**config.mk**
```make
export PLATFORM = sky130hd
export DESIGN_NAME = cpu_bus_if
export DESIGN_NICKNAME = d
export VERILOG_FILES = /design/src/rtl/cpu_bus_pkg.sv /design/src/rtl/cpu_bus_if_result_argmax_scan.sv /design/src/rtl/cpu_bus_if.sv
export SDC_FILE = /design/constraint.sdc
export NUM_CORES = 2
export LEC_CHECK = 0
export BUFFER_PORTS_ARGS = -buffer_cell sky130_fd_sc_hd__buf_2
export CAP_MARGIN = 20
export CELL_PAD_IN_SITES_DETAIL_PLACEMENT = 1
export CELL_PAD_IN_SITES_GLOBAL_PLACEMENT = 2
export CORE_AREA = 2 2 651 653
export CTS_CLUSTER_SIZE = 12
export DETAILED_ROUTE_END_ITERATION = 10
export DIE_AREA = 0 0 653 655
export PLACE_DENSITY_LB_ADDON = 0.1
export SYNTH_ARGS = -nofsm -noshare
export SYNTH_HDL_FRONTEND = slang
export SYNTH_HIERARCHICAL = 1
export SYNTH_SLANG_ARGS = --single-unit
```
**constraint.sdc**
```tcl
create_clock -name CLK -period 5.03 [get_ports CLK]
set_clock_uncertainty 0.1 [all_clocks]
set_input_delay 0.7545 -clock CLK [delete_from_list [all_inputs] [get_ports CLK]]
set_output_delay 0.7545 -clock CLK [all_outputs]
set_load 0.05 [all_outputs]
```
**src/rtl/cpu_bus_pkg.sv**
```systemverilog
// Shared definitions for the CPU-to-accelerator bus interface: page map
// helpers (functions of the SRAM bank count), CTRL page register offsets,
// command bits and the control FSM state encoding.
package cpu_bus_pkg;

  typedef enum logic [1:0] {
    ST_IDLE = 2'd0,
    ST_RUN  = 2'd1,
    ST_SCAN = 2'd2,
    ST_DONE = 2'd3
  } state_t;

  // CTRL page byte offsets
  localparam int CTRL_CMD    = 'h000;
  localparam int CTRL_STATUS = 'h004;
  localparam int CTRL_ARGMAX = 'h008;
  localparam int CTRL_MAXVAL = 'h00C;

  // CTRL_CMD write bits
  localparam int CMD_START_BIT = 0;
  localparam int CMD_CLEAR_BIT = 1;

  // Pages 0..n_sram-1 are weight banks; page n_sram+1 is deliberately a hole.
  function automatic int page_bias(input int n_sram);
    return n_sram;
  endfunction

  function automatic int page_image(input int n_sram);
    return n_sram + 2;
  endfunction

  function automatic int page_result(input int n_sram);
    return n_sram + 3;
  endfunction

  function automatic int page_ctrl(input int n_sram);
    return n_sram + 4;
  endfunction

endpackage

```
**src/rtl/cpu_bus_if_result_argmax_scan.sv**
```systemverilog
// Sequential argmax over the result words, one word per cycle.
// Latency: start_scan loads word 0; scan_last asserts on the N_RESULT-th scan cycle.
// No backpressure: advances every cycle scan_en is high. argmax/maxval only
// update when a scan completes, so they hold the previous answer meanwhile.
// Ports: clk, rst_n, start_scan, scan_en, result (flattened) -> scan_last, argmax, maxval.
module result_argmax_scan #(
  parameter int N_RESULT = 46,
  parameter int DATA_W   = 32,
  parameter int IDX_W    = 6
) (
  input  logic                         clk,
  input  logic                         rst_n,
  input  logic                         start_scan,
  input  logic                         scan_en,
  input  logic [N_RESULT*DATA_W-1:0]   result,
  output logic                         scan_last,
  output logic [IDX_W-1:0]             argmax,
  output logic [DATA_W-1:0]            maxval
);

  logic [DATA_W-1:0] words [N_RESULT];
  for (genvar g = 0; g < N_RESULT; g++) begin : g_unpack
    assign words[g] = result[g*DATA_W +: DATA_W];
  end

  logic [IDX_W-1:0]  idx_q;
  logic [IDX_W-1:0]  cur_arg_q;
  logic [DATA_W-1:0] cur_max_q;
  logic [DATA_W-1:0] cur_word;
  logic              better;

  assign cur_word  = words[idx_q];
  // Strict compare keeps the lowest index on ties.
  assign better    = $signed(cur_word) > $signed(cur_max_q);
  assign scan_last = scan_en && (idx_q == IDX_W'(N_RESULT - 1));

  always_ff @(posedge clk or negedge rst_n) begin
    if (!rst_n) begin
      idx_q     <= '0;
      cur_arg_q <= '0;
      cur_max_q <= '0;
      argmax    <= '0;
      maxval    <= '0;
    end else if (start_scan) begin
      idx_q     <= '0;
      cur_arg_q <= '0;
      cur_max_q <= words[0];
    end else if (scan_en) begin
      if (!scan_last) begin
        idx_q <= idx_q + IDX_W'(1);
      end
      if (better) begin
        cur_max_q <= cur_word;
        cur_arg_q <= idx_q;
      end
      // Publish including the final word's comparison.
      if (scan_last) begin
        argmax <= better ? idx_q    : cur_arg_q;
        maxval <= better ? cur_word : cur_max_q;
      end
    end
  end

endmodule

```
**src/rtl/cpu_bus_if.sv**
```systemverilog
// CPU-to-accelerator bus interface: page decode to SRAM/bias/image selects,
// registered result/CTRL read mux, start/done FSM with argmax scanner.
// Latency: selects/write path and read data are registered (1 cycle).
// No backpressure: every CPU strobe is serviced in one cycle, reads always answer.
// Ports: CLK, RESET_X; CPU_WR/RD/ADR/WDATA -> CPU_RDATA/RVALID;
// SRAM_SEL, BIAS_SEL, IMAGE_SEL, SRAM_BIAS_IMG_WR, SRAM_WADR, SRAM_DATA;
// RESULT in; CORE_START out, CORE_DONE in.
module cpu_bus_if
  import cpu_bus_pkg::*;
#(
  parameter int N_SRAM   = 46,
  parameter int N_RESULT = 46,
  parameter int DATA_W   = 32,
  parameter int ADR_W    = 18,
  parameter int PAGE_W   = 12
) (
  input  logic                        CLK,
  input  logic                        RESET_X,
  input  logic                        CPU_WR,
  input  logic                        CPU_RD,
  input  logic [ADR_W-1:0]            CPU_ADR,
  input  logic [DATA_W-1:0]           CPU_WDATA,
  output logic [DATA_W-1:0]           CPU_RDATA,
  output logic                        CPU_RVALID,
  output logic [N_SRAM-1:0]           SRAM_SEL,
  output logic                        BIAS_SEL,
  output logic                        IMAGE_SEL,
  output logic                        SRAM_BIAS_IMG_WR,
  output logic [PAGE_W-3:0]           SRAM_WADR,
  output logic [DATA_W-1:0]           SRAM_DATA,
  input  logic [N_RESULT*DATA_W-1:0]  RESULT,
  output logic                        CORE_START,
  input  logic                        CORE_DONE
);

  localparam int PG_W  = ADR_W - PAGE_W;
  localparam int WA_W  = PAGE_W - 2;
  localparam int IDX_W = (N_RESULT > 1) ? $clog2(N_RESULT) : 1;

  localparam logic [PG_W-1:0] PG_BIAS   = PG_W'(page_bias(N_SRAM));
  localparam logic [PG_W-1:0] PG_IMAGE  = PG_W'(page_image(N_SRAM));
  localparam logic [PG_W-1:0] PG_RESULT = PG_W'(page_result(N_SRAM));
  localparam logic [PG_W-1:0] PG_CTRL   = PG_W'(page_ctrl(N_SRAM));

  logic [PG_W-1:0]   page;
  logic [PAGE_W-1:0] off;
  logic [WA_W-1:0]   word_off;

  assign page     = CPU_ADR[ADR_W-1:PAGE_W];
  assign off      = CPU_ADR[PAGE_W-1:0];
  assign word_off = CPU_ADR[PAGE_W-1:2];

  // ---------------- address decode ----------------
  logic [N_SRAM-1:0] sram_sel_d;
  logic              is_sram, is_bias, is_image;

  always_comb begin
    sram_sel_d = '0;
    for (int i = 0; i < N_SRAM; i++) begin
      if (page == PG_W'(i)) sram_sel_d[i] = 1'b1;
    end
  end

  assign is_sram  = (page < PG_W'(N_SRAM));
  assign is_bias  = (page == PG_BIAS);
  assign is_image = (page == PG_IMAGE);

  logic cmd_wr, start_req, clear_req;
  assign cmd_wr    = CPU_WR && (page == PG_CTRL) && (off == PAGE_W'(CTRL_CMD));
  assign start_req = cmd_wr && CPU_WDATA[CMD_START_BIT];
  assign clear_req = cmd_wr && CPU_WDATA[CMD_CLEAR_BIT];

  // ---------------- control FSM ----------------
  state_t            state_q, state_d;
  logic              core_start_d;
  logic              start_scan;
  logic              scan_en;
  logic              scan_last;
  logic [IDX_W-1:0]  argmax;
  logic [DATA_W-1:0] maxval;

  assign scan_en = (state_q == ST_SCAN);

  always_comb begin
    state_d      = state_q;
    core_start_d = 1'b0;
    start_scan   = 1'b0;
    case (state_q)
      ST_IDLE: begin
        if (start_req) begin
          state_d      = ST_RUN;
          core_start_d = 1'b1;
        end
      end
      ST_RUN: begin
        if (CORE_DONE) begin
          state_d    = ST_SCAN;
          start_scan = 1'b1;
        end
      end
      ST_SCAN: begin
        if (scan_last) state_d = ST_DONE;
      end
      ST_DONE: begin
        // START takes priority when both bits are written together.
        if (start_req) begin
          state_d      = ST_RUN;
          core_start_d = 1'b1;
        end else if (clear_req) begin
          state_d = ST_IDLE;
        end
      end
      default: state_d = ST_IDLE;
    endcase
  end

  result_argmax_scan #(
    .N_RESULT (N_RESULT),
    .DATA_W   (DATA_W),
    .IDX_W    (IDX_W)
  ) u_scan (
    .clk        (CLK),
    .rst_n      (RESET_X),
    .start_scan (start_scan),
    .scan_en    (scan_en),
    .result     (RESULT),
    .scan_last  (scan_last),
    .argmax     (argmax),
    .maxval     (maxval)
  );

  // ---------------- read mux ----------------
  logic [DATA_W-1:0] res_word [N_RESULT];
  for (genvar g = 0; g < N_RESULT; g++) begin : g_res
    assign res_word[g] = RESULT[g*DATA_W +: DATA_W];
  end

  logic [DATA_W-1:0] status;
  logic [DATA_W-1:0] rdata_d;

  assign status = {{(DATA_W-4){1'b0}}, 2'(state_q), (state_q == ST_DONE),
                   (state_q == ST_RUN) || (state_q == ST_SCAN)};

  always_comb begin
    rdata_d = '0;
    if (page == PG_RESULT) begin
      if (word_off < WA_W'(N_RESULT)) rdata_d = res_word[word_off[IDX_W-1:0]];
    end else if (page == PG_CTRL) begin
      if (off == PAGE_W'(CTRL_STATUS))      rdata_d = status;
      else if (off == PAGE_W'(CTRL_ARGMAX)) rdata_d = {{(DATA_W-IDX_W){1'b0}}, argmax};
      else if (off == PAGE_W'(CTRL_MAXVAL)) rdata_d = maxval;
    end
  end

  // ---------------- output registers ----------------
  always_ff @(posedge CLK or negedge RESET_X) begin
    if (!RESET_X) begin
      state_q          <= ST_IDLE;
      CORE_START       <= 1'b0;
      CPU_RDATA        <= '0;
      CPU_RVALID       <= 1'b0;
      SRAM_SEL         <= '0;
      BIAS_SEL         <= 1'b0;
      IMAGE_SEL        <= 1'b0;
      SRAM_BIAS_IMG_WR <= 1'b0;
      SRAM_WADR        <= '0;
      SRAM_DATA        <= '0;
    end else begin
      state_q          <= state_d;
      CORE_START       <= core_start_d;
      CPU_RVALID       <= CPU_RD;
      if (CPU_RD) CPU_RDATA <= rdata_d;
      SRAM_SEL         <= sram_sel_d;
      BIAS_SEL         <= is_bias;
      IMAGE_SEL        <= is_image;
      SRAM_BIAS_IMG_WR <= CPU_WR && (is_sram || is_bias || is_image);
      SRAM_WADR        <= word_off;
      SRAM_DATA        <= CPU_WDATA;
    end
  end

endmodule
```
==> impl_metrics.yaml <==
outcome:
  outcome: "finished clean"
global_routing:
  pin_count_of_the_biggest_net_entering_global_routing: 88
  grt_pass1_wl_microns: 555000
  globalRoute.totalOverflow: 0
  first_global_vias: 44800
  grt_usage_pct: 20.3
  grt_antenna_before_repair: 522
critical_path:
  critical_path_peak_fanout: 10
  cp_peak_stage_delay_ns: 0.50
  required_ns: 5.40
  critPathLaunch: "u_scan/idx_q[0]"
  critical-path-top-cell-by-count: "sky130_fd_sc_hd__buf_12"
  critical_path_class: "flop to flop"
  path_cells: "buf_12 -> buf_12 -> buf_16 -> bufbuf_16 -> mux2i_1 -> o22a_1 -> nand4_1 -> buf_4 -> a32oi_1 -> inv_1 -> ha_1 -> nand4_1 -> nor3_4 -> a21boi_2 -> o41a_4 -> o31ai_4 -> buf_12 -> clkbuf_16 -> nor4_1 -> a221o_1"
  cp_data_arrival_time_ns: 5.31
  worstSetupStartpointType: "flop"
  worst_setup_path_end_kind: "flop"
  critical-path-slowest-cell: "sky130_fd_sc_hd__dfrtp_4"
  critical_r2r_launch: "u_scan/idx_q[0]"
pwr:
  finalPower_mw: 23.6
  vdd.ir_drop.worst_uv: 308
  power_density_nw_per_um2: 420
  p_leak_nw: 22.8
route:
  wl_final_microns: 453000
  drtAntennaViolNets: 0
  dr.pass1.iters: 6
  drc: 0
  wl_per_cell_microns: 41.4
  via_count: 42800
  via_to_cell_ratio: 3.91
  detail_route.iter0.violations: 2455
logic_synthesis:
  synth_xor_xnor_area_share_pct: 0.103
  synth_compound_gate_area_share_pct: 18.8
  ys_dominant_reg_cell: "sky130_fd_sc_hd__dfrtp_1"
  postSynthNetCount: 4889
  ys_seq_elements: 209
  area_fraction_in_and_or_nand_and_nor_cells_after_synthesis_pct: 9.12
  syn_area_per_cell_sq_um: 10.2
  synth.cell_area_sq_um: 34000
  synth_enable_flop_cells: 0
  synthCells: 3323
  dominant_combinational_cell_family_by_area_after_synthesis: "multiplexers"
  yosys_warnings: 6
  post_synth_num_cell_types: 87
  post_synth_mux_area_share_pct: 48.1
  seq_area_frac_synth_pct: 15.4
  asr_flop_ratio_synth_pct: 100
  yosys.area_share.adder_pct: 1.44
die:
  fp.dieW_microns: 653
  design.portCount: 1652
  floorplan.core_area_sq_um: 422000
  fp.dieH_microns: 655
  fp.dieArea_sq_um: 428000
  initial_core_util_pct: 8.05
  row_count: 239
placed_design:
  dpl-instance-area_sq_um: 52200
  place.port_buffers: 1651
  place_worst_setup_slack_ns: -0.508
  dp_hpwl_microns: 390000
  gpl.final_weighted_congestion: 0.872
  cell_count_after_placement: 10600
timing:
  final_max_slew_viol_count: 0
  final.setup.worst_slack_ns: 0.0842
  timing_hold_violations_final: 0
  timing.hold.ws_ns: 0.128
  totalNegativeSetupSlack_ns: 0
  grt_setup_unrepaired: "yes"
  timing.slew.headroom_pct: 31.9
  period_minus_slack_ns: 4.95
  worst-slew-pin-transition_ns: 1.02
  post-route-period-util_pct: 98.3
  setup_viol_count_final: 0
  fmaxAchievable_ghz: 0.202
clock_network:
  clk_pin_slew_worst_paths_ns: 0.06
  cts_tree: "done"
  h_tree_levels: 2
  maximum_clock_path_buffer_count: 3
  ctsRootBufferMaster: "sky130_fd_sc_hd__clkbuf_16"
  tritoncts.num_buffers: 34
  cts.sinks: 209
  insertion_delay_ns: 0.64
finish:
  highest_count_cells_in_the_layout_ignoring_fill_and_taps: "1644 x sky130_fd_sc_hd__buf_2, 528 x sky130_fd_sc_hd__mux2i_1, 446 x sky130_fd_sc_hd__mux4_2"
  layout.cells.non_filler: 10900
  areaGrowthSynthToFinish_pct: 65.5
  layout.cell_area.non_filler_sq_um: 56200
  design.final.nets: 6758
  core_util_final_pct: 13.3
  drive_above_1_share_pct: 57.8
  final_common_cell: "sky130_fd_sc_hd__buf_2"
flow_run:
  drv_cap: 0
hold_path:
  min-delay-start: "CPU_WDATA[2]"
  hold_path.class: "input port to flop"
[layer usage]
layer / track usage [%] / share of wire [%] / wire, microns
met1: 25.3 / 42 / 191000
met2: 35.6 / 49 / 221000
met3: 4.75 / 6.2 / 28100
met4: 3.74 / 2.6 / 11600
met5: 0 / 0.27 / 1200
[state kept, by name, summed over array words and instances, names as in the netlist, 6 cells and up]
register	count
u_scan/cur_max_q	32
SRAM_DATA	32
SRAM_SEL	46
CPU_RDATA	32
u_scan/idx_q	6
SRAM_WADR	10
u_scan/argmax	6
u_scan/cur_arg_q	6
u_scan/maxval	32
[what timing repair did]
| action | CTS | global route |
|---|---|---|
| hold buffers | 1 | 0 |
| hold endpoints to repair | 7 | 0 |
| endpoints found under the setup margin | 76 | 76 |
| pin swaps | 28 | 61 |
| setup buffers | 39 | 27 |
| gates resized for setup | 158 | 123 |
| gates cloned | 14 | 5 |
[where the power goes]
| part | internal (mW) | switching [mW] |
|---|---|---|
| Sequential | 1.92 | 0.216 |
| Clock | 1.41 | 1.07 |
| Combinational | 8.60 | 10.4 |
[cell usage after synthesis (72+ instances only)]
library cell | count | share of area, %
sky130_fd_sc_hd__nand2_1 | 166 | 1.8
sky130_fd_sc_hd__clkbuf_1 | 165 | 1.8
sky130_fd_sc_hd__mux4_2 | 446 | 30
sky130_fd_sc_hd__buf_4 | 78 | 1.7
sky130_fd_sc_hd__dfrtp_1 | 209 | 15
sky130_fd_sc_hd__inv_1 | 72 | 0.80
sky130_fd_sc_hd__a22oi_1 | 90 | 2.0
sky130_fd_sc_hd__o22ai_1 | 86 | 1.6
sky130_fd_sc_hd__a21oi_1 | 200 | 2.9
sky130_fd_sc_hd__nor2_1 | 194 | 2.1
sky130_fd_sc_hd__buf_2 | 79 | 1.2
sky130_fd_sc_hd__o21ai_1 | 93 | 1.4
sky130_fd_sc_hd__mux2i_1 | 551 | 16
[critical path: cells and delay by family (launching register included)]
| kind | cells | cell delay [ns] |
|---|---|---|
| multiplexers | 1 | 0.24 |
| AO/OA/AOI/OAI | 6 | 1.60 |
| adder cells (fa/ha/maj) | 1 | 0.31 |
| flip-flops | 1 | 0.50 |
| AND/OR/NAND/NOR | 4 | 0.61 |
| buffers and inverters | 8 | 1.42 |
[cell families after synthesis]
group	Yosys count
AOI/OAI and AO/OA	910
DFF	209
muxes	1067
xor gates and xnor gates	4
adders and majority gates	39
and+or+nand+nor	641
buffers and inverters	453
[area by class of cell]
| type | count | area [sq um] |
|---|---|---|
| diodes | 168 | 420 |
| clock buffers | 52 | 1000 |
| clock inverters | 5 | 57.6 |
| fillers | 49500 | 365000 |
| inverters | 74 | 285 |
| multi-input cells | 2661 | 27700 |
| flip-flops and latches | 209 | 5250 |
| well taps | 5543 | 6940 |
| repair buffers | 2212 | 14600 |
[path summary, 6_finish.rpt]
path | endpoint | slack, ns | depth (start not counted)
max | u_scan/cur_max_q[8] | 0.08 | 20
min | SRAM_DATA[2] | 0.13 | 1
max reg2reg | u_scan/cur_max_q[8] | 0.08 | 20
min reg2reg | u_scan/maxval[27] | 0.39 | 2
max in group asynchronous | SRAM_WADR[8] | 3.03 | 3
min in group asynchronous | CPU_RDATA[15] | 0.59 | 2
Note: power is estimated with default switching activity, not from simulation.
